File: src/rtl/ppl_fetch_pkg.sv
`default_nettype none
// ============================================================================
// ppl_fetch_pkg : shared FSM encoding, queue entry type and PC constants
// Revision 1.0
// ============================================================================
package ppl_fetch_pkg;

  typedef enum logic [1:0] {
    ST_IDLE = 2'd0,
    ST_REQ  = 2'd1,
    ST_DROP = 2'd2
  } fetch_state_e;

  localparam logic [31:0] PC_STEP      = 32'd4;
  // The PC register resets here so that the first sequential fetch lands on 0.
  localparam logic [31:0] PC_RESET_VAL = 32'hFFFF_FFFC;

  typedef struct packed {
    logic [31:0] pc;
    logic [31:0] instr;
  } fetch_entry_t;

  function automatic logic [31:0] sat_inc(input logic [31:0] v);
    return (v == 32'hFFFF_FFFF) ? v : v + 32'd1;
  endfunction

endpackage
`default_nettype wire

File: src/rtl/ppl_fetch_if.sv
`default_nettype none
// ============================================================================
// ppl_fetch_if : PC register, instruction memory, redirect and ID-side signals
// Revision 1.0
// ============================================================================
interface ppl_fetch_if;

  logic [31:0] pc_cur;
  logic [31:0] pc_next;
  logic        pc_continue;
  logic        imem_req;
  logic [31:0] imem_addr;
  logic        imem_ack;
  logic [31:0] imem_rdata;
  logic        redirect_valid;
  logic [31:0] redirect_pc;
  logic        id_ready;
  logic        if_valid;
  logic [31:0] if_instr;
  logic [31:0] if_pc;

  modport master (
    input  pc_cur, imem_ack, imem_rdata, redirect_valid, redirect_pc, id_ready,
    output pc_next, pc_continue, imem_req, imem_addr, if_valid, if_instr, if_pc
  );

  modport slave (
    output pc_cur, imem_ack, imem_rdata, redirect_valid, redirect_pc, id_ready,
    input  pc_next, pc_continue, imem_req, imem_addr, if_valid, if_instr, if_pc
  );

endinterface
`default_nettype wire

File: src/rtl/ppl_fetch_fifo.sv
`default_nettype none
// ============================================================================
// ppl_fetch_fifo : QDEPTH-entry {pc,instr} queue with push/pop/flush
// Revision 1.0
// ============================================================================
module ppl_fetch_fifo
  import ppl_fetch_pkg::*;
#(
  parameter int QDEPTH = 2
) (
  input  logic                      clk,
  input  logic                      reset,
  input  logic                      flush,
  input  logic                      push,
  input  fetch_entry_t              push_data,
  input  logic                      pop,
  output fetch_entry_t              head,
  output logic [$clog2(QDEPTH):0]   count,
  output logic                      full,
  output logic                      empty
);

  localparam int AW = $clog2(QDEPTH);

  logic [AW-1:0] wr_ptr_q, wr_ptr_d;
  logic [AW-1:0] rd_ptr_q, rd_ptr_d;
  logic [AW:0]   count_q, count_d;
  fetch_entry_t  mem_q [QDEPTH];
  fetch_entry_t  mem_d [QDEPTH];
  logic          do_push;
  logic          do_pop;

  assign full    = (count_q == (AW+1)'(QDEPTH));
  assign empty   = (count_q == '0);
  assign count   = count_q;
  assign head    = mem_q[rd_ptr_q];
  assign do_pop  = pop & ~empty;
  // A full queue still accepts a push when the head leaves in the same cycle.
  assign do_push = push & (~full | do_pop);

  always_comb begin
    wr_ptr_d = wr_ptr_q;
    rd_ptr_d = rd_ptr_q;
    count_d  = count_q;
    mem_d    = mem_q;
    if (flush) begin
      wr_ptr_d = '0;
      rd_ptr_d = '0;
      count_d  = '0;
    end else begin
      if (do_push) begin
        mem_d[wr_ptr_q] = push_data;
        wr_ptr_d        = wr_ptr_q + 1'b1;
      end
      if (do_pop) begin
        rd_ptr_d = rd_ptr_q + 1'b1;
      end
      count_d = count_q + (AW+1)'(do_push) - (AW+1)'(do_pop);
    end
  end

  always_ff @(posedge clk) begin
    if (reset) begin
      wr_ptr_q <= '0;
      rd_ptr_q <= '0;
      count_q  <= '0;
    end else begin
      wr_ptr_q <= wr_ptr_d;
      rd_ptr_q <= rd_ptr_d;
      count_q  <= count_d;
    end
  end

  always_ff @(posedge clk) begin
    mem_q <= mem_d;
  end

endmodule
`default_nettype wire

File: src/rtl/ppl_fetch_ctrl.sv
`default_nettype none
// ============================================================================
// ppl_fetch_ctrl : IF-stage fetch controller (PC advance, imem req/ack, queue)
// Optional perf counters enabled by defining PPL_FETCH_PERF_EN.  Revision 1.0
// ============================================================================
module ppl_fetch_ctrl #(
  parameter int          QDEPTH  = 2,
  parameter logic [31:0] PC_STEP = ppl_fetch_pkg::PC_STEP
) (
  input  logic        clk,
  input  logic        reset,
  ppl_fetch_if.master bus
`ifdef PPL_FETCH_PERF_EN
  ,
  output logic [31:0] perf_fetch,
  output logic [31:0] perf_flush
`endif
);

  import ppl_fetch_pkg::*;

  fetch_state_e             state_q, state_d;
  logic [31:0]              addr_q, addr_d;
  logic [31:0]              pc_next;
  logic                     pc_continue;
  logic                     fifo_push;
  logic                     fifo_pop;
  logic                     fifo_flush;
  logic                     fifo_full;
  logic                     fifo_empty;
  logic [$clog2(QDEPTH):0]  fifo_count;
  fetch_entry_t             push_data;
  fetch_entry_t             head;
  logic                     in_flight;
  logic                     can_issue;

  assign in_flight = (state_q == ST_REQ);
  assign can_issue = ~fifo_full && ((int'(fifo_count) + int'(in_flight)) < QDEPTH);
  assign push_data = '{pc: addr_q, instr: bus.imem_rdata};
  assign fifo_pop  = ~fifo_empty & bus.id_ready;

  // Redirect outranks issue and push; reset suppresses every decision.
  always_comb begin
    state_d     = state_q;
    addr_d      = addr_q;
    pc_next     = '0;
    pc_continue = 1'b0;
    fifo_push   = 1'b0;
    fifo_flush  = 1'b0;
    if (!reset) begin
      if (bus.redirect_valid) begin
        fifo_flush  = 1'b1;
        pc_next     = bus.redirect_pc - PC_STEP;
        pc_continue = 1'b1;
        case (state_q)
          ST_REQ:  state_d = bus.imem_ack ? ST_IDLE : ST_DROP;
          ST_DROP: state_d = bus.imem_ack ? ST_IDLE : ST_DROP;
          default: state_d = ST_IDLE;
        endcase
      end else begin
        case (state_q)
          ST_IDLE: begin
            if (can_issue) begin
              addr_d      = bus.pc_cur + PC_STEP;
              pc_next     = bus.pc_cur + PC_STEP;
              pc_continue = 1'b1;
              state_d     = ST_REQ;
            end
          end
          ST_REQ: begin
            if (bus.imem_ack) begin
              fifo_push = 1'b1;
              state_d   = ST_IDLE;
            end
          end
          ST_DROP: begin
            if (bus.imem_ack) begin
              state_d = ST_IDLE;
            end
          end
          default: state_d = ST_IDLE;
        endcase
      end
    end
  end

  always_ff @(posedge clk) begin
    if (reset) begin
      state_q <= ST_IDLE;
      addr_q  <= '0;
    end else begin
      state_q <= state_d;
      addr_q  <= addr_d;
    end
  end

  ppl_fetch_fifo #(
    .QDEPTH (QDEPTH)
  ) u_fifo (
    .clk       (clk),
    .reset     (reset),
    .flush     (fifo_flush),
    .push      (fifo_push),
    .push_data (push_data),
    .pop       (fifo_pop),
    .head      (head),
    .count     (fifo_count),
    .full      (fifo_full),
    .empty     (fifo_empty)
  );

  assign bus.pc_next     = pc_next;
  assign bus.pc_continue = pc_continue;
  assign bus.imem_req    = (state_q != ST_IDLE);
  assign bus.imem_addr   = addr_q;
  assign bus.if_valid    = ~fifo_empty;
  assign bus.if_instr    = head.instr;
  assign bus.if_pc       = head.pc;

`ifdef PPL_FETCH_PERF_EN
  logic [31:0] perf_fetch_q, perf_fetch_d;
  logic [31:0] perf_flush_q, perf_flush_d;

  always_comb begin
    perf_fetch_d = fifo_push  ? sat_inc(perf_fetch_q) : perf_fetch_q;
    perf_flush_d = fifo_flush ? sat_inc(perf_flush_q) : perf_flush_q;
  end

  always_ff @(posedge clk) begin
    if (reset) begin
      perf_fetch_q <= '0;
      perf_flush_q <= '0;
    end else begin
      perf_fetch_q <= perf_fetch_d;
      perf_flush_q <= perf_flush_d;
    end
  end

  assign perf_fetch = perf_fetch_q;
  assign perf_flush = perf_flush_q;
`endif

endmodule
`default_nettype wire

File: src/flat_wrapper.sv
// flat-port wrapper written by rule: the top's interface ports become plain ports
module ppl_fetch_ctrl_flat import ppl_fetch_pkg::*;
#(
  parameter int          QDEPTH  = 2,
  parameter logic [31:0] PC_STEP = ppl_fetch_pkg::PC_STEP
)
  (clk, reset, bus_pc_cur, bus_imem_ack, bus_imem_rdata, bus_redirect_valid, bus_redirect_pc, bus_id_ready, bus_pc_next, bus_pc_continue, bus_imem_req, bus_imem_addr, bus_if_valid, bus_if_instr, bus_if_pc);
  ppl_fetch_if bus_i ();
  input  logic clk;
  input  logic reset;
  input wire logic [$bits(bus_i.pc_cur)-1:0] bus_pc_cur;
  input wire logic [$bits(bus_i.imem_ack)-1:0] bus_imem_ack;
  input wire logic [$bits(bus_i.imem_rdata)-1:0] bus_imem_rdata;
  input wire logic [$bits(bus_i.redirect_valid)-1:0] bus_redirect_valid;
  input wire logic [$bits(bus_i.redirect_pc)-1:0] bus_redirect_pc;
  input wire logic [$bits(bus_i.id_ready)-1:0] bus_id_ready;
  output wire logic [$bits(bus_i.pc_next)-1:0] bus_pc_next;
  output wire logic [$bits(bus_i.pc_continue)-1:0] bus_pc_continue;
  output wire logic [$bits(bus_i.imem_req)-1:0] bus_imem_req;
  output wire logic [$bits(bus_i.imem_addr)-1:0] bus_imem_addr;
  output wire logic [$bits(bus_i.if_valid)-1:0] bus_if_valid;
  output wire logic [$bits(bus_i.if_instr)-1:0] bus_if_instr;
  output wire logic [$bits(bus_i.if_pc)-1:0] bus_if_pc;
  assign bus_i.pc_cur = bus_pc_cur;
  assign bus_i.imem_ack = bus_imem_ack;
  assign bus_i.imem_rdata = bus_imem_rdata;
  assign bus_i.redirect_valid = bus_redirect_valid;
  assign bus_i.redirect_pc = bus_redirect_pc;
  assign bus_i.id_ready = bus_id_ready;
  assign bus_pc_next = bus_i.pc_next;
  assign bus_pc_continue = bus_i.pc_continue;
  assign bus_imem_req = bus_i.imem_req;
  assign bus_imem_addr = bus_i.imem_addr;
  assign bus_if_valid = bus_i.if_valid;
  assign bus_if_instr = bus_i.if_instr;
  assign bus_if_pc = bus_i.if_pc;
  ppl_fetch_ctrl #(.QDEPTH(QDEPTH), .PC_STEP(PC_STEP)) u_core (.clk(clk), .reset(reset), .bus(bus_i));
endmodule
File: config.mk
export PLATFORM = sky130hd
export DESIGN_NAME = ppl_fetch_ctrl_flat
export DESIGN_NICKNAME = d
export VERILOG_FILES = /design/src/rtl/ppl_fetch_pkg.sv /design/src/rtl/ppl_fetch_if.sv /design/src/rtl/ppl_fetch_fifo.sv /design/src/rtl/ppl_fetch_ctrl.sv /design/src/flat_wrapper.sv
export SDC_FILE = /design/constraint.sdc
export NUM_CORES = 1
export LEC_CHECK = 0
export CORE_MARGIN = 4
export CORE_UTILIZATION = 44
export DETAILED_ROUTE_END_ITERATION = 8
export HOLD_SLACK_MARGIN = 0.03
export PLACE_DENSITY = 0.73
export SETUP_SLACK_MARGIN = 0.4
export SLEW_MARGIN = 20
export SYNTH_ARGS = -nofsm -noshare
export SYNTH_HDL_FRONTEND = slang
export SYNTH_SLANG_ARGS = --single-unit
File: constraint.sdc
create_clock -name clk -period 5.25 [get_ports clk]
set_input_delay 0.7875 -clock clk [delete_from_list [all_inputs] [get_ports clk]]
set_output_delay 0.7875 -clock clk [all_outputs]
set_load 0.05 [all_outputs]
==> flow_summary.json, run 1 <==
{
  "timing.rr.start": "u_core.state_q[1]",
  "cts_setup_buffers": 0,
  "core_area_mm2": 0.0168,
  "r2r_cells": 6,
  "cts-root-buf": "clkbuf_16",
  "whs_endpoint": "u_core.u_fifo.mem_q[47]",
  "critPathTopFamily": "buffers and inverters",
  "holdWs_ns": 0.493,
  "drv_slew": 0,
  "drive_above_1_share_pct": 18.5,
  "finalSetupViolations": 0,
  "yosysWarnings": 0,
  "clk_pin_slew_ns": 0.06,
  "finalCritPeriodShare_pct": 88.0,
  "cp_max_fo": 5,
  "min_path_type": "reg -> reg",
  "die_h_um": 140,
  "cts_buffer_depth": 2,
  "detail_route.iter0.violations": 369,
  "drc": 0,
  "hold_viol": 0,
  "overflow": 0,
  "ys_seq_area_share_pct": 60.1,
  "worst_slew_pin_slew_ns": 0.964,
  "ant_nets": 0,
  "cts_buffers": 17,
  "synthesis.nets": 704,
  "io_pins": 232,
  "worst_r2r_endpoint": "u_core.u_fifo.mem_q[81]",
  "wl_per_cell_um": 21.1,
  "num_vias": 5726,
  "end_kind": "output port",
  "synthCells": 597,
  "grt_usage_pct": 22.4,
  "clk_latency_ns": 0.41,
  "crit_top_cell": "clkdlybuf4s50_1",
  "fin_setup_tns_ns": 0,
  "synth_edf_count": 128,
  "cp_cell_sequence": "clkdlybuf4s50_1 -> inv_1 -> ha_1 -> nor3b_1 -> nand2_1 -> nor4_1 -> xnor2_1 -> a211oi_1 -> clkdlybuf4s50_1",
  "area_growth_pct": 42.2,
  "required_ns": 4.46,
  "crit_arrival_ns": 3.83,
  "critPathBufInv": 3,
  "synth.distinct_cells": 49,
  "fmax_ghz": 0.217,
  "avgSynthCellArea_um2": 12.8,
  "power_density_mw_per_mm2": 291,
  "grt_pass1_wl_mm": 34.6,
  "skew_ns": 0.0151,
  "reg2reg_slack_ns": 2.81,
  "firstDrtPassIters": 5,
  "dpl.hpwl_mm": 16.4,
  "relSlewSlack_pct": 35.6,
  "final_nets": 935,
  "htreeDepth": 4,
  "cts_tree": "done",
  "start_util_pct": 45.5,
  "max_stage_delay_ns": 0.84,
  "critPathKind": "in -> out",
  "ys.flop_type": "edfxtp_1",
  "ys_async_sr_fraction_pct": 0,
  "antenna-diode-count": 0,
  "maxCapViolCount": 0,
  "netlist_area_mm2": 0.00766,
  "numClockSinks": 166,
  "grt_pass1_vias": 5846,
  "ys_ff_latch": 166,
  "outcome": "finished, final reports clean",
  "whs_path_depth": 0,
  "hp-start": "u_core.bus.imem_addr[15]",
  "globalplace.congestion": 0.926,
  "grt_max_degree": 66,
  "rsz0062_at_grt": "no",
  "die_w_um": 140,
  "start_kind": "input port",
  "via_per_inst": 5.40,
  "antenna_found_initial": 0,
  "numPortBuffers": 231,
  "p_leak_nw": 3.66,
  "min_period_ns": 4.62,
  "wirelength_mm": 22.4,
  "dieArea_mm2": 0.0196,
  "fp-row-count": 47,
  "irDropWorstVdd_v": 0.000243,
  "crit_slowest_cell": "clkdlybuf4s50_1"
}
==> worst register-to-register path, delay by kind of cell, from the launching register on <==
kind | cells | cell delay [ns]
simple gates | 2 | 0.99
buf+inv | 3 | 0.66
flops | 1 | 0.31
fa+ha+maj | 1 | 0.17
==> cell type report <==
class / instances / area (µm²)
well taps: 220 / 275
multi-input cells: 388 / 2890
clock inverters: 12 / 120
clock buffers: 20 / 437
repair buffers: 242 / 2510
flip-flops and latches: 166 / 4610
inverters: 13 / 48.8
fillers: 1272 / 5930
==> cells in the final DEF (no fill, tap or decap), drive strengths merged, types with 2 or more instances in the layout <==
cell	Yosys	layout
nand3	8	8
or4	6	6
ha	6	6
o21a	2	2
mux2	64	64
nor3b	2	2
a311oi	2	2
xor2	10	10
a211oi	27	27
nor4	22	22
clkinvlp	0	4
edfxtp	128	128
and2	7	7
clkinv	0	3
or2	4	4
and4	4	4
or3	7	7
nand2b	2	2
a21oi	15	15
nor3	22	22
nand2	37	37
clkdlybuf4s50	0	212
inv	13	17
xnor2	47	47
nand4	13	13
nor2b	2	2
clkbuf	20	20
buf	10	29
dfxtp	38	38
o22ai	15	15
nor2	57	57
==> report_power, final <==
part | internal (mW) | switching, mW | leakage (nW)
clock network | 0.661 | 0.503 | 0.260
logic | 0.208 | 0.327 | 1.92
registers | 1.44 | 0.0255 | 1.48
==> flip-flops by register name (all words and copies together), names as in the netlist <==
signal	flops
u_core.u_fifo.mem_q	128
u_core.bus.imem_addr	32
u_core.state_q	2
u_core.u_fifo.count	2
u_core.u_fifo.rd_ptr_q	1
u_core.u_fifo.wr_ptr_q	1
==> worst max path at each step <==
stage / startpoint / end / slack [ns] / cells past startpoint
floorplan: bus_redirect_valid / u_core.u_fifo.mem_q[100] / 0.89 / 4
global placement: bus_redirect_pc[2] / bus_pc_next[30] / 0.44 / 9
detailed placement: bus_redirect_pc[2] / bus_pc_next[30] / 0.48 / 9
CTS: bus_redirect_pc[2] / bus_pc_next[30] / 0.46 / 9
global route: bus_redirect_pc[2] / bus_pc_next[12] / 0.41 / 9
finish: bus_redirect_pc[2] / bus_pc_next[12] / 0.63 / 9
==> synth_stat cells, types with 3 or more instances <==
| master | n | area, µm² |
|---|---|---|
| nand3_1 | 7 | 35.0 |
| nor4_4 | 5 | 106 |
| nand4_1 | 11 | 68.8 |
| nor3_1 | 22 | 110 |
| and4_1 | 4 | 35.0 |
| and2_1 | 6 | 37.5 |
| nor4_1 | 12 | 75.1 |
| or3_2 | 3 | 22.5 |
| a21oi_1 | 15 | 75.1 |
| clkbuf_1 | 20 | 75.1 |
| inv_1 | 12 | 45.0 |
| dfxtp_1 | 38 | 761 |
| or4_1 | 4 | 30.0 |
| mux2_2 | 64 | 721 |
| xor2_1 | 10 | 87.6 |
| edfxtp_1 | 128 | 3840 |
| a211oi_1 | 22 | 165 |
| xnor2_1 | 47 | 412 |
| nand2_1 | 37 | 139 |
| nor4_2 | 5 | 62.6 |
| or3_1 | 3 | 18.8 |
| ha_1 | 6 | 75.1 |
| buf_1 | 7 | 26.3 |
| nor2_1 | 57 | 214 |
| or2_2 | 4 | 25.0 |
| a211oi_2 | 5 | 62.6 |
| o22ai_1 | 14 | 87.6 |
==> cells by family after synthesis <==
family                   Yosys count  synth area share [%]
AND/OR/NAND/NOR                  195                  14.5
flip-flops                       166                  60.1
AO/OA/AOI/OAI                     66                  6.19
multiplexers                      64                  9.41
XOR/XNOR                          57                  6.52
buffers and inverters             43                  2.27
adder cells (fa/ha/maj)            6                 0.980
==> per-stage QoR <==
| stage | cell area [µm²] | std cells | setup slack [ns] | util (%) | power (mW) |
|---|---|---|---|---|---|
| floorplan | 7660 | 597 | 0.894 | - | 1.77 |
| global placement | 10300 | 1029 | 0.438 | 61.4 | 2.03 |
| detailed placement | 10300 | 1029 | 0.483 | 61.4 | 2.03 |
| CTS | 10900 | 1061 | 0.459 | 64.7 | 3.19 |
| global route | 10900 | 1061 | 0.411 | 64.8 | 3.28 |
| finish | 10900 | 1061 | 0.631 | 64.8 | 3.17 |
==> routing by layer <==
metal  up-vias  wire length (µm)  GRT usage [%]
met4         0               155           4.13
met2       229             10500           35.4
met5         -                 0              0
li1       2704                 -              -
met3         9              1900           7.43
met1      2784              9790           30.9
==> what timing repair did <==
action | CTS | global route
hold buffers | 0 | 0
gates resized for setup | 0 | 1
endpoints found under the setup margin | 0 | 1
(Power assumes the default switching activity.)
==> run 2: changes to the inputs <==
--- a/config.mk
+++ b/config.mk
@@ -11,7 +11,8 @@
 export HOLD_SLACK_MARGIN = 0.03
 export PLACE_DENSITY = 0.73
 export SETUP_SLACK_MARGIN = 0.4
-export SLEW_MARGIN = 20
+export SLEW_MARGIN = 10
 export SYNTH_ARGS = -nofsm -noshare
 export SYNTH_HDL_FRONTEND = slang
+export SYNTH_HIERARCHICAL = 1
 export SYNTH_SLANG_ARGS = --single-unit
==> constraint.sdc (replaced) <==
create_clock -name clk -period 5.31 [get_ports clk]
set_input_delay 0.7965 -clock clk [delete_from_list [all_inputs] [get_ports clk]]
set_output_delay 0.7965 -clock clk [all_outputs]
set_load 0.05 [all_outputs]
==> run 2 against run 1 <==
Effect of this change: synthesized area shrank 1.0%; utilization decreased by 0.28 points; worst hold slack got worse by 0.017 ns; wire length fell by 2.8%; combinational power decreased by 4%; sequential power about the same; worst setup slack worse by 0.053 ns; first-iteration DRC count down 2.2%; global-route usage is 0.62 points lower.
==> flow_summary.json, run 2 <==
{
  "outcome": "finished, final reports clean",
  "synth-compound-area-share_pct": 7.29,
  "hold_viol": 0,
  "dieArea_mm2": 0.0194,
  "fp-row-count": 47,
  "synth.distinct_cells": 54,
  "yosysTopAreaCell": "edfxtp_1",
  "drive_above_1_share_pct": 18.4,
  "numClockSinks": 166,
  "ys_seq_area_share_pct": 60.7,
  "critPathKind": "in -> out",
  "drv_slew": 0,
  "synth_edf_count": 128,
  "finalSetupViolations": 0,
  "clk_pin_slew_ns": 0.06,
  "synth_top_area_share_pct": 50.7,
  "min_path_type": "reg -> reg",
  "synthCells": 581,
  "required_ns": 4.51,
  "largest_reg_flops": 128,
  "netlist_area_mm2": 0.00758,
  "total_power_mw": 3.08,
  "yosysMostFrequentCell": "edfxtp_1",
  "largest-register": "u_core/u_fifo/mem_q",
  "numPortBuffers": 231,
  "hold_buffers": 0,
  "yosys.area_share.adder_pct": 0.825,
  "relSlewSlack_pct": 22.3,
  "postPlaceCellArea_mm2": 0.0103,
  "via_per_inst": 5.49,
  "start_util_pct": 45.2,
  "cts_buffers": 17,
  "skew_ns": 0.00891,
  "antenna_found_initial": 0,
  "rsz0062_at_grt": "no",
  "final_nets": 931,
  "avgSynthCellArea_um2": 13.0,
  "cts-root-buf": "clkbuf_16",
  "globalplace.congestion": 0.859,
  "grt_pass1_wl_mm": 33.4,
  "ys.flop_type": "edfxtp_1",
  "overflow": 0,
  "die_w_um": 139,
  "n_fill_cell": 1318,
  "p_leak_nw": 3.67,
  "cts_setup_buffers": 0,
  "start_kind": "input port",
  "drc": 0,
  "core_area_mm2": 0.0168,
  "finalCritPeriodShare_pct": 89.1,
  "ys_async_sr_fraction_pct": 0,
  "synthTopCellsByCount": "edfxtp_1, mux2_2, nor2_1, dfxtp_1, xnor2_1",
  "synth-xor-area-share_pct": 6.24,
  "final_util_pct": 64.5,
  "synth_top_family_by_area": "simple AND/OR/NAND/NOR gates",
  "cts_tree": "done",
  "area_growth_pct": 42.5,
  "synthesis.nets": 687,
  "top_usage_layer": "met2",
  "end_kind": "output port",
  "antenna-diode-count": 0,
  "layout_commonest_cell": "clkdlybuf4s50_1",
  "cts_buffer_depth": 2,
  "synth_area_leaders": "edfxtp_1, dfxtp_1, mux2_2, xnor2_1, xor2_1",
  "yosysWarnings": 6,
  "worst_slew_pin_slew_ns": 1.16,
  "final_area_mm2": 0.0108,
  "crit_arrival_ns": 3.93,
  "grt_usage_pct": 21.8,
  "clk_latency_ns": 0.41,
  "gr-usage-met2_pct": 36.0,
  "dpl.hpwl_mm": 16.7,
  "synthMuxAreaShare_pct": 10.7,
  "firstDrtPassIters": 4,
  "fmax_ghz": 0.211,
  "wirelength_mm": 21.7,
  "use_met1_pct": 27.6,
  "maxCapViolCount": 0,
  "cp_max_fo": 7,
  "irDropWorstVdd_v": 0.000199,
  "fin_setup_tns_ns": 0,
  "detail_route.iter0.violations": 361,
  "ant_nets": 0,
  "use_met3_pct": 7.07,
  "min_period_ns": 4.73,
  "grt_pass1_vias": 5899,
  "num_vias": 5811,
  "io_pins": 232,
  "die_h_um": 139,
  "htreeDepth": 4,
  "grt_max_degree": 65,
  "cts_resized": 0,
  "power_density_mw_per_mm2": 285,
  "synth-simple-area-share_pct": 12.1,
  "wl_per_cell_um": 20.5,
  "layout_common_cells": "clkdlybuf4s50_1, edfxtp_1, mux2_2",
  "ys_ff_latch": 166
}
==> run 2: cell count changes after synthesis, moves of 8 or more <==
| cell | change |
|---|---|
| xnor2_1 | -12 |
| a22o_1 | +8 |
| mux2i_1 | +9 |
| clkbuf_1 | -9 |
| nand3_1 | +12 |
| nor2_1 | -15 |
| o21ai_0 | +16 |
| nand2_1 | -14 |
| xor2_1 | +9 |
==> run 2: final timing paths <==
check | from | to | slack, ns | cells past startpoint
setup / recovery | bus_redirect_pc[10] | bus_pc_next[25] | 0.58 | 7
hold / removal | u_core/bus.imem_addr[24] | u_core/bus.imem_addr[24] | 0.48 | 2
setup reg to reg | u_core/state_q[1] | u_core/u_fifo/mem_q[52] | 2.31 | 7
hold reg to reg | u_core/bus.imem_addr[24] | u_core/bus.imem_addr[24] | 0.48 | 2
==> run 2: critical path: stages <==
cell and delay [ns]:
clkdlybuf4s50_1 0.49, nor4_1 0.62, nand4_1 0.54, nor4_2 0.33
xnor2_1 0.11, a22oi_1 0.20, clkdlybuf4s50_1 0.84
==> run 2: layer usage <==
layer | vias to the layer above | wire length [µm] | share of wire, %
met2 | 275 | 10400 | 48
met4 | 0 | 384 | 1.8
li1 | 2707 | - | -
met1 | 2805 | 9010 | 41
met3 | 24 | 1920 | 8.8
met5 | - | 0 | 0
==> run 2: final cells by class <==
class | count | area (µm²) | share of cell area, %
clock buffer | 25 | 508 | 4.70
clock inverter | 7 | 43.8 | 0.405
inverter | 14 | 52.6 | 0.486
multi-input combinational | 379 | 2840 | 26.3
sequential | 166 | 4610 | 42.6
tap | 220 | 275 | 2.55
timing repair buffer | 247 | 2480 | 22.9
==> run 2: power breakdown <==
group	switching (mW)	internal, mW	total (mW)
sequential	0.0232	1.42	1.45
clock	0.456	0.666	1.12
combinational	0.312	0.203	0.515
==> run 2: cell families after synthesis <==
family / Yosys count
fa+ha+maj: 5
buf+inv: 36
xor+xnor: 54
flops: 166
compound gates: 78
simple gates: 169
mux: 73
==> run 2: through the flow <==
stage	instances	setup slack, ns	hold slack [ns]
after floorplan	581	1.17	0.466
after global placement	1026	0.662	0.464
after detailed placement	1026	0.633	0.466
after CTS	1058	0.610	0.475
after global routing	1058	0.471	0.493
final	1058	0.579	0.476
==> RTL change (settings of run 1) <==
Encoding of `fetch_state_e`: now one-hot (3 bits for 3 states).
--- a/src/rtl/ppl_fetch_pkg.sv
+++ b/src/rtl/ppl_fetch_pkg.sv
@@ -5,10 +5,10 @@
 // ============================================================================
 package ppl_fetch_pkg;
 
-  typedef enum logic [1:0] {
-    ST_IDLE = 2'd0,
-    ST_REQ  = 2'd1,
-    ST_DROP = 2'd2
+  typedef enum logic [2:0] {
+    ST_IDLE = 3'b001,
+    ST_REQ  = 3'b010,
+    ST_DROP = 3'b100
   } fetch_state_e;
 
   localparam logic [31:0] PC_STEP      = 32'd4;
Check against the original RTL: same outputs for any inputs over 4 cycles, from zero or initial values and one cycle with reset high; so few cycles prove little.
==> RTL change against run 1 <==
- wire length shrank 9.0%
- maximum frequency is 2.0% higher
- sequential cell count increased by 1
- worst setup slack better by 0.089 ns
- combinational power shrank 13%
- synthesized cell count fell by 0.84%
- power down 3.9%
- area after synthesis decreased by 1.0%
- cell area decreased by 2.7%
- critical endpoint unchanged
==> RTL change: results (changes against run 1) <==
Slew @ Worst Pin: 0.904 ns (was 0.964 ns)
H-tree Lvls: 4 (unchanged)
Top Layer Used: met4 (unchanged)
Slowest CP cell: clkdlybuf4s50_1 (unchanged)
Worst reg2reg path endpoint: u_core.u_fifo.mem_q[109] (was u_core.u_fifo.mem_q[81])
Commonest cells post-synth: edfxtp_1, mux2_2, nor2_1 (unchanged)
Largest net degree at the start of global routing: 65 (was 66)
Area contributors post-synth: edfxtp_1, dfxtp_1, mux2_2, xnor2_1, xor2_1 (was edfxtp_1, dfxtp_1, mux2_2, xnor2_1, nor2_1)
Met2 Use GR: 0.332 (was 0.354)
Layout cells sized above 1: 0.170 (was 0.185)
Worst Skew: 0.0106 ns (was 0.0151 ns)
Worst IR drop on VDD: 0.182 mV (was 0.243 mV)
Register area share after synthesis: 0.610 (was 0.601)
Register name with the most flops: u_core.u_fifo.mem_q (unchanged)
Routability cong.: 0.930 (was 0.926)
Total Wirelength: 20300 µm (was 22400 µm)
First-pass GRT wire length: 32100 µm (was 34600 µm)
GRT Total Usage: 0.208 (was 0.224)
# diodes: 0 (unchanged)
Delay of the slowest critical-path stage: 0.83 ns
Crit Path Max Fanout: 7 (was 5)
R2R Setup Slk: 2.24 ns (was 2.81 ns)
Vias in the first global route: 5820 (was 5846)
Pre-antenna DRT Iters: 4 (was 5)
Clock Latency Late Sink: 0.41 ns (about the same)
Count leader, synth: edfxtp_1 (unchanged)
IO Port Bufs: 231 (unchanged)
P_leak: 0.00353 µW (was 0.00366 µW)
Postcts setup bufs: 0 (unchanged)
Hold Path Cell Cnt: 0 (unchanged)
Reg2reg path depth: 5 (was 6)
Layout fillers: 1291 (was 1272)
Area after DPL: 10100 µm² (was 10300 µm²)
Drt initial violations: 320 (was 369)
Met3 wire length: 1490 µm (was 1900 µm)
Vias: 5608 (was 5726)
Syn Nets: 696 (was 704)
Num CTS Buffers: 17 (unchanged)
CP endpoint: bus_pc_next[12] (unchanged)
GRT met1 Usage: 0.278 (was 0.309)
Remaining DRCs: 0 (unchanged)
Critical Path AT: 3.74 ns (was 3.83 ns)
Hold WC Path Type: reg2reg (unchanged)
Max FFs per register: 128 (unchanged)
Asr flop ratio synth: 0 (unchanged)
Clock Path Buffers: 2 (unchanged)
EDFF count, synth: 128 (unchanged)
Status: complete, no violations (unchanged)
Met2 Wirelength: 9360 µm (was 10500 µm)
Nets: 922 (was 935)
Yosys cell types: 50 (was 49)
CP startpoint: bus_redirect_pc[2] (unchanged)
Max Cap Viol: 0 (unchanged)
Clock-pin slew on the worst setup and hold paths: 0.06 ns (about the same)
Synth warn: 0 (unchanged)
Metal-1 WL: 9140 µm (was 9790 µm)
Final HPWL from detailed placement: 15200 µm (was 16400 µm)
Met3 Resource Use GR: 0.0597 (was 0.0743)
-- RTL change: cell types whose count changed in the layout (fill, tap and decap cells not counted), sizes merged, moves of 5 or more --
cell,run 1,this run
xnor2,47,28
nand3b,0,6
inv,17,9
xor2,10,28
a211oi,27,22
buf,29,24
and2,7,2
o21ai,1,6
nor4,22,16
nor2,57,52
-- RTL change: cells by family (layout without fill, tap and decap cells) --
group,Yosys count,in the layout,share of synthesized area
AND/OR/NAND/NOR,187,187,0.135
multiplexers,64,64,0.0951
adder cells (fa/ha/maj),3,3,0.00495
buffers and inverters,38,277,0.0216
XOR/XNOR,56,56,0.0647
AO/OA/AOI/OAI,77,77,0.0680
flip-flops,167,167,0.610
-- RTL change: repair_timing --
item	in CTS	in global routing
endpoints found under the setup margin	0	1
hold endpoints to repair	0	0
gates resized for setup	0	1
-- RTL change: layout make-up --
| class | count | area, µm² | area share |
|---|---|---|---|
| Sequential cell | 167 | 4630 | 0.437 |
| Multi-Input combinational cell | 387 | 2810 | 0.265 |
| Timing Repair Buffer | 239 | 2330 | 0.220 |
| Clock buffer | 19 | 433 | 0.0409 |
| Tap cell | 220 | 275 | 0.0260 |
| Clock inverter | 13 | 98.8 | 0.00933 |
| Inverter | 6 | 22.5 | 0.00213 |
-- RTL change: stage by stage --
stage	worst slack, ns	cells
after global routing	0.549	1051
after floorplan	1.27	592
after detailed placement	0.570	1019
after CTS	0.551	1051
final	0.720	1051
after global placement	0.636	1019
-- RTL change: where the power goes --
| part | internal (µW) | switching (µW) | leakage (µW) |
|---|---|---|---|
| clock network | 609 | 496 | 0.000252 |
| registers | 1450 | 26.6 | 0.00147 |
| logic | 180 | 288 | 0.00181 |
-- RTL change: worst min-delay path by stage --
stage | startpoint | slack, ns | end
final | u_core.bus.imem_addr[28] | 0.48 | u_core.u_fifo.mem_q[60]
after global routing | u_core.bus.imem_addr[30] | 0.51 | u_core.u_fifo.mem_q[126]
after CTS | u_core.bus.imem_addr[28] | 0.48 | u_core.u_fifo.mem_q[60]
after global placement | u_core.bus.imem_addr[30] | 0.46 | u_core.u_fifo.mem_q[126]
after detailed placement | u_core.bus.imem_addr[28] | 0.46 | u_core.u_fifo.mem_q[124]
after floorplan | u_core.state_q[0] | 0.50 | u_core.state_q[2]
-- RTL change: worst max-delay path: cells and delay by family --
kind | cells | cell delay [ns]
buffers and inverters | 3 | 1.37
AND/OR/NAND/NOR | 2 | 1.15
AO/OA/AOI/OAI | 1 | 0.23
adder cells (fa/ha/maj) | 1 | 0.21
